File: src/rtl/tdr_pkg.sv
// Shared definitions for the JTAG test-data-register bank.
// Provides the capture/shift/update FSM state encoding, the documented
// priority order of the TAP control inputs, and width helper functions.
package tdr_pkg;

    // Capture/shift/update sequencing state
    typedef enum logic [1:0] {
        ST_IDLE  = 2'd0,
        ST_CAP   = 2'd1,
        ST_SHIFT = 2'd2
    } tdr_state_e;

    // Priority ranking when several TAP controls are high together (higher wins)
    localparam int unsigned PRIO_SHIFT   = 32'd2;
    localparam int unsigned PRIO_CAPTURE = 32'd1;
    localparam int unsigned PRIO_UPDATE  = 32'd0;

    // Bit-counter width: must hold 0..WIDTH+1 (WIDTH+1 is the "too long" saturation value)
    function automatic int unsigned cnt_width(input int unsigned width);
        return $clog2(width + 32'd2);
    endfunction

    // Register-index width; never below one bit so a one-register bank still elaborates
    function automatic int unsigned sel_width(input int unsigned num_reg);
        return (num_reg > 32'd1) ? $clog2(num_reg) : 32'd1;
    endfunction

endpackage

File: src/rtl/tdr_shift_core.sv
// Shared capture/shift path of the TDR bank.
// Holds the shift register, the 1-bit bypass flop, the shift-length counter,
// the sequencing FSM and the target latched at capture time.
// Ports:
//   TCLK, TRESET                 clock, synchronous active-high reset
//   CaptureDR/ShiftDR/UpdateDR   TAP state decodes (shift > capture > update)
//   SelValid, Sel                target selection, sampled only on capture
//   SI                           serial in
//   capData                      slice to load on capture (muxed by the top)
//   SO                           serial out
//   tgtIdx                       latched register index
//   shregOut                     current shift-register contents
//   updOk / updBad               this-cycle update accepted / rejected (register target only)
module tdr_shift_core
    import tdr_pkg::*;
#(
    parameter int unsigned WIDTH   = 33,
    parameter int unsigned NUM_REG = 4,
    parameter int unsigned SEL_W   = sel_width(NUM_REG)
) (
    input  logic             TCLK,
    input  logic             TRESET,
    input  logic             CaptureDR,
    input  logic             ShiftDR,
    input  logic             UpdateDR,
    input  logic             SelValid,
    input  logic [SEL_W-1:0] Sel,
    input  logic             SI,
    input  logic [WIDTH-1:0] capData,
    output logic             SO,
    output logic [SEL_W-1:0] tgtIdx,
    output logic [WIDTH-1:0] shregOut,
    output logic             updOk,
    output logic             updBad
);

    localparam int unsigned      CNT_W     = cnt_width(WIDTH);
    localparam logic [CNT_W-1:0] CNT_FULL  = CNT_W'(WIDTH);
    localparam logic [CNT_W-1:0] CNT_SAT   = CNT_W'(WIDTH + 32'd1);
    localparam logic [SEL_W:0]   NUM_REG_L = (SEL_W + 1)'(NUM_REG);

    tdr_state_e       state_r;
    logic [WIDTH-1:0] shiftReg_r;
    logic             bypass_r;
    logic [CNT_W-1:0] bitCnt_r;
    logic             tgtReg_r;
    logic [SEL_W-1:0] tgtIdx_r;
    logic             selInRange_s;
    logic             updOk_s;
    logic             updBad_s;

    // An out-of-range index with SelValid set falls back to bypass
    assign selInRange_s = ({1'b0, Sel} < NUM_REG_L);

    // Sequencing FSM, shift/bypass data path and shift-length counter
    always_ff @(posedge TCLK) begin
        if (TRESET) begin
            state_r    <= ST_IDLE;
            shiftReg_r <= '0;
            bypass_r   <= 1'b0;
            bitCnt_r   <= '0;
            // After reset the target is register 0, so a stray update is flagged
            tgtReg_r   <= 1'b1;
            tgtIdx_r   <= '0;
        end else if (ShiftDR) begin
            // Data always moves so TDO stays live; only an armed scan counts bits
            if (state_r == ST_IDLE) begin
                bitCnt_r <= '0;
            end else begin
                state_r <= ST_SHIFT;
                if (bitCnt_r != CNT_SAT) begin
                    bitCnt_r <= bitCnt_r + CNT_W'(1);
                end
            end
            if (tgtReg_r) begin
                shiftReg_r <= {SI, shiftReg_r[WIDTH-1:1]};
            end else begin
                bypass_r <= SI;
            end
        end else if (CaptureDR) begin
            state_r  <= ST_CAP;
            bitCnt_r <= '0;
            tgtReg_r <= SelValid && selInRange_s;
            tgtIdx_r <= Sel;
            if (SelValid && selInRange_s) begin
                shiftReg_r <= capData;
            end else begin
                bypass_r <= 1'b0;
            end
        end else if (UpdateDR) begin
            state_r <= ST_IDLE;
        end
    end

    // Update verdict: only a register target after exactly WIDTH armed shifts is accepted
    always_comb begin
        updOk_s  = 1'b0;
        updBad_s = 1'b0;
        if (UpdateDR && !ShiftDR && !CaptureDR && tgtReg_r) begin
            if ((state_r == ST_SHIFT) && (bitCnt_r == CNT_FULL)) begin
                updOk_s = 1'b1;
            end else begin
                updBad_s = 1'b1;
            end
        end else begin
            updOk_s  = 1'b0;
            updBad_s = 1'b0;
        end
    end

    assign SO       = tgtReg_r ? shiftReg_r[0] : bypass_r;
    assign tgtIdx   = tgtIdx_r;
    assign shregOut = shiftReg_r;
    assign updOk    = updOk_s;
    assign updBad   = updBad_s;

endmodule

File: src/rtl/tdr_bank.sv
// Bank of NUM_REG JTAG test data registers sharing one capture/shift/update path.
// Adds a bypass path, shift-length checking that protects the parallel outputs
// from short/long scans, and per-register one-cycle update strobes.
// Ports:
//   TCLK, TRESET                 clock, synchronous active-high reset
//   CaptureDR/ShiftDR/UpdateDR   TAP state decodes
//   SelValid, Sel                IR-decoded target (SelValid=0 selects bypass)
//   ClrErr                       clears LenErr (a simultaneous new error wins)
//   SI / SO                      TDI / TDO
//   PI / PO                      parallel capture / update data, slice k = [k*WIDTH +: WIDTH]
//   UpdStrobe                    one-cycle pulse on the register just written
//   LenErr                       sticky wrong-shift-count flag
module tdr_bank
    import tdr_pkg::*;
#(
    parameter  int unsigned WIDTH    = 33,
    parameter  int unsigned NUM_REG  = 4,
    parameter  int unsigned CAP_MODE = 0,
    localparam int unsigned SEL_W    = sel_width(NUM_REG)
) (
    input  logic                     TCLK,
    input  logic                     TRESET,
    input  logic                     CaptureDR,
    input  logic                     ShiftDR,
    input  logic                     UpdateDR,
    input  logic                     SelValid,
    input  logic [SEL_W-1:0]         Sel,
    input  logic                     ClrErr,
    input  logic                     SI,
    input  logic [NUM_REG*WIDTH-1:0] PI,
    output logic                     SO,
    output logic [NUM_REG*WIDTH-1:0] PO,
    output logic [NUM_REG-1:0]       UpdStrobe,
    output logic                     LenErr
);

    localparam logic [SEL_W:0] NUM_REG_L = (SEL_W + 1)'(NUM_REG);

    logic [WIDTH-1:0]   poArr_r [NUM_REG];
    logic [WIDTH-1:0]   piArr_s [NUM_REG];
    logic [NUM_REG-1:0] updStrobe_r;
    logic               lenErr_r;
    logic [WIDTH-1:0]   capData_s;
    logic [SEL_W-1:0]   tgtIdx_s;
    logic [WIDTH-1:0]   shreg_s;
    logic               updOk_s;
    logic               updBad_s;

    for (genvar k = 0; k < NUM_REG; k++) begin : g_slice
        assign piArr_s[k]               = PI[k*WIDTH +: WIDTH];
        assign PO[k*WIDTH +: WIDTH]     = poArr_r[k];
    end

    // Capture source: PI slice, or current PO slice for readback; Sel is live here
    always_comb begin
        capData_s = '0;
        if ({1'b0, Sel} < NUM_REG_L) begin
            if (CAP_MODE != 32'd0) begin
                capData_s = poArr_r[Sel];
            end else begin
                capData_s = piArr_s[Sel];
            end
        end else begin
            capData_s = '0;
        end
    end

    tdr_shift_core #(
        .WIDTH   (WIDTH),
        .NUM_REG (NUM_REG),
        .SEL_W   (SEL_W)
    ) u_core (
        .TCLK      (TCLK),
        .TRESET    (TRESET),
        .CaptureDR (CaptureDR),
        .ShiftDR   (ShiftDR),
        .UpdateDR  (UpdateDR),
        .SelValid  (SelValid),
        .Sel       (Sel),
        .SI        (SI),
        .capData   (capData_s),
        .SO        (SO),
        .tgtIdx    (tgtIdx_s),
        .shregOut  (shreg_s),
        .updOk     (updOk_s),
        .updBad    (updBad_s)
    );

    // Parallel output registers, written only on an accepted update
    always_ff @(posedge TCLK) begin
        for (int k = 0; k < NUM_REG; k++) begin
            if (TRESET) begin
                poArr_r[k] <= '0;
            end else if (updOk_s && (tgtIdx_s == SEL_W'(k))) begin
                poArr_r[k] <= shreg_s;
            end
        end
    end

    // Update strobes: one-hot, high for exactly the cycle after the write edge
    always_ff @(posedge TCLK) begin
        for (int k = 0; k < NUM_REG; k++) begin
            if (TRESET) begin
                updStrobe_r[k] <= 1'b0;
            end else begin
                updStrobe_r[k] <= updOk_s && (tgtIdx_s == SEL_W'(k));
            end
        end
    end

    // Sticky length-error flag; a new error beats a simultaneous clear
    always_ff @(posedge TCLK) begin
        if (TRESET) begin
            lenErr_r <= 1'b0;
        end else if (updBad_s) begin
            lenErr_r <= 1'b1;
        end else if (ClrErr) begin
            lenErr_r <= 1'b0;
        end
    end

    assign UpdStrobe = updStrobe_r;
    assign LenErr    = lenErr_r;

endmodule

File: config.mk
export PLATFORM = sky130hd
export DESIGN_NAME = tdr_bank
export DESIGN_NICKNAME = d
export VERILOG_FILES = /design/src/rtl/tdr_pkg.sv /design/src/rtl/tdr_shift_core.sv /design/src/rtl/tdr_bank.sv
export SDC_FILE = /design/constraint.sdc
export NUM_CORES = 1
export LEC_CHECK = 0
export ABC_AREA = 0
export CAP_MARGIN = 10
export CORE_MARGIN = 8
export CORE_UTILIZATION = 41
export DETAILED_ROUTE_END_ITERATION = 8
export GPL_TIMING_DRIVEN = 1
export PLACE_DENSITY = 0.81
export SYNTH_ARGS = -nofsm -noshare
export SYNTH_HDL_FRONTEND = slang
export SYNTH_SLANG_ARGS = --single-unit
File: constraint.sdc
create_clock -name TCLK -period 2.5 [get_ports TCLK]
set_clock_uncertainty 0.15 [all_clocks]
set_input_delay 0.5 -clock TCLK [delete_from_list [all_inputs] [get_ports TCLK]]
set_output_delay 0.5 -clock TCLK [all_outputs]
set_load 0.01 [all_outputs]
==> flow_summary.toml <==
[min_path]
hp-class = "input port to register"

[die]
initial_core_util_pct = 41.7
die_w_um = 157
coreArea_um2 = 19400
die_h_um = 157
io_pins = 280
die_area_um2 = 24500
fp-row-count = 51

[synthesis]
ys_ff_latch = 182
yosysWarnings = 0
yosys.cell_types.count = 41
synth_edf_count = 132
synth.yosys.seq_area_share_pct = 61.3
postSynthAreaPerCell_um2 = 13.2
synth.net_count = 757
synthesis.area_um2 = 8090
async_reset_ff_share_pct = 0
postSynthCellCount = 612
synth_ff_type = "edfxtp_1"

[power]
p_per_area_nw_per_um2 = 610
power_mw = 7.20
leakagePower_nw = 4.04
ir_drop_v = 0.000394

[timing]
slew_headroom_pct = 59.6
clock.fmax_mhz = 426
rsz0062_at_grt = "no"
worst_pin_slew_ns = 0.605
final_hold_viol_count = 0
finalWorstSetupSlack_ns = 0.151
min_period_ns = 2.35
setup_viol = 0
setup_tns_ns = 0
finalCritPeriodShare_pct = 94.0
slew_viol_final = 0

[clocking]
clk_pin_slew_ns = 0.07
root_buffer = "clkbuf_16"
cts_max_path_buffers = 2
cts_tree = "yes"
cts_hold_buf = 0
ctsHtreeMaxLevel = 4
cts_resized = 0
cts_num_sinks = 182
clk_latency_ns = 0.43
cts_setup_buffers = 0
numCtsBuffers = 17

[global_routing]
antenna_found_initial = 0
grt_max_degree = 35
grt_overflow = 0
grt_pass1_vias = 6128
grt_use_total_pct = 18.5
grt_pass1_wl_um = 34400

[detailed_routing]
drc = 0
drt_wl_total_um = 23000
wl_per_cell_um = 19.7
first_pass_iters = 5
viasPerCell = 5.16
first_iter_violations = 456
dr_total_vias = 5996
antenna_left = 0

[cells_and_area]
nFillCells = 1508
layout.nets = 1030
drive_gt1_share_pct = 12.9
final_common_cell = "clkdlybuf4s50_1"
syn2layout_area_growth_pct = 46.0
diodes = 0
layout_common_cells = "275 x clkdlybuf4s50_1, 134 x nor2_1, 132 x edfxtp_1"

[setup_path]
startpoint_type = "register"
cp.required_ns = 1.85
cp-end-kind = "primary output"
crit_fanout = 5
path_class = "register to primary output"
cp_data_arrival_time_ns = 1.70

[status]
status = "finished clean"

[place]
port_buffers = 279
globalplace.congestion = 0.820
hpwl_um = 17500
place_ws_ns = 0.0814

[flow_run]
drv_cap = 0
==> Yosys cell counts (2+ instances only) <==
| library cell | instances | area share, % |
|---|---|---|
| a211oi_1 | 33 | 3.1 |
| or3_1 | 2 | 0.15 |
| a2111o_1 | 3 | 0.42 |
| buf_2 | 9 | 0.56 |
| dfxtp_1 | 50 | 12 |
| nand2b_1 | 39 | 3.0 |
| nor2_2 | 8 | 0.62 |
| and2_1 | 2 | 0.15 |
| o21ai_0 | 3 | 0.19 |
| ha_1 | 3 | 0.46 |
| nor2_1 | 134 | 6.2 |
| a31oi_1 | 3 | 0.23 |
| nand2_1 | 6 | 0.28 |
| nand3_1 | 6 | 0.37 |
| nor3_1 | 35 | 2.2 |
| buf_6 | 14 | 1.9 |
| mux2i_1 | 35 | 4.3 |
| a21oi_1 | 4 | 0.25 |
| edfxtp_1 | 132 | 49 |
| clkbuf_1 | 22 | 1.0 |
| mux2_2 | 2 | 0.28 |
| and3b_1 | 2 | 0.22 |
| nor2b_1 | 6 | 0.46 |
| buf_1 | 4 | 0.19 |
| nand4_4 | 4 | 1.1 |
| mux4_2 | 33 | 9.2 |
| inv_1 | 4 | 0.19 |
==> layout make-up <==
| class | count | area, um^2 | share of cell area (%) |
|---|---|---|---|
| multi-input cells | 375 | 2810 | 23.8 |
| clock buffers | 18 | 429 | 3.63 |
| flip-flops and latches | 182 | 4960 | 42.0 |
| inverters | 4 | 15.0 | 0.127 |
| repair buffers | 305 | 3110 | 26.3 |
| clock inverters | 14 | 165 | 1.40 |
| well taps | 265 | 332 | 2.81 |
==> cells by family after synthesis <==
kind of cell,share of synthesized area [%]
compound gates,4.82
fa+ha+maj,0.464
buf+inv,4.17
flops,61.3
mux,13.8
simple gates,15.4
==> critical path: stages, from the launching register on <==
cell	delay [ns]
dfxtp_1	0.42
mux2_2	0.36
clkdlybuf4s50_1	0.49
==> where the power goes <==
part | leakage (nW) | switching, mW | internal [mW]
combinational | 2.08 | 0.424 | 0.610
sequential | 1.66 | 0.104 | 3.39
clock | 0.290 | 1.17 | 1.50
total | 4.04 | 1.70 | 5.51
==> metrics by stage <==
| stage | cell area (um^2) | util (%) | hold WS (ns) | std cells |
|---|---|---|---|---|
| after floorplan | 8100 | - | 0.314 | 612 |
| after global placement | 11200 | 57.9 | 0.325 | 1131 |
| after detailed placement | 11200 | 57.9 | 0.345 | 1131 |
| after CTS | 11800 | 60.9 | 0.312 | 1163 |
| after global routing | 11800 | 60.9 | 0.343 | 1163 |
| final | 11800 | 60.9 | 0.324 | 1163 |
==> metal layers <==
metal	global-route usage, %	vias up	part of all wire (%)
li1	-	2791	-
met1	22.6	2898	39
met5	0	-	0
met4	5.49	0	1.7
met2	31.5	279	50
met3	5.07	28	9.0
==> flip-flops by register name (all words and copies together), names as in the netlist <==
signal / cells
u_core.tgtReg_r: 1
u_core.state_r: 2
poArr_r: 132
UpdStrobe: 4
u_core.bypass_r: 1
LenErr: 1
u_core.bitCnt_r: 6
u_core.tgtIdx: 2
u_core.shregOut: 33
==> worst paths after layout <==
path / startpoint / to / slack [ns] / cells after the start
setup / recovery: u_core.tgtReg_r / SO / 0.15 / 2
setup reg to reg: u_core.bitCnt_r[1] / poArr_r[0][14] / 0.39 / 6
hold / removal: ShiftDR / u_core.state_r[0] / 0.32 / 3
hold reg to reg: u_core.bypass_r / u_core.bypass_r / 0.36 / 2
(Power assumes the default switching activity.)
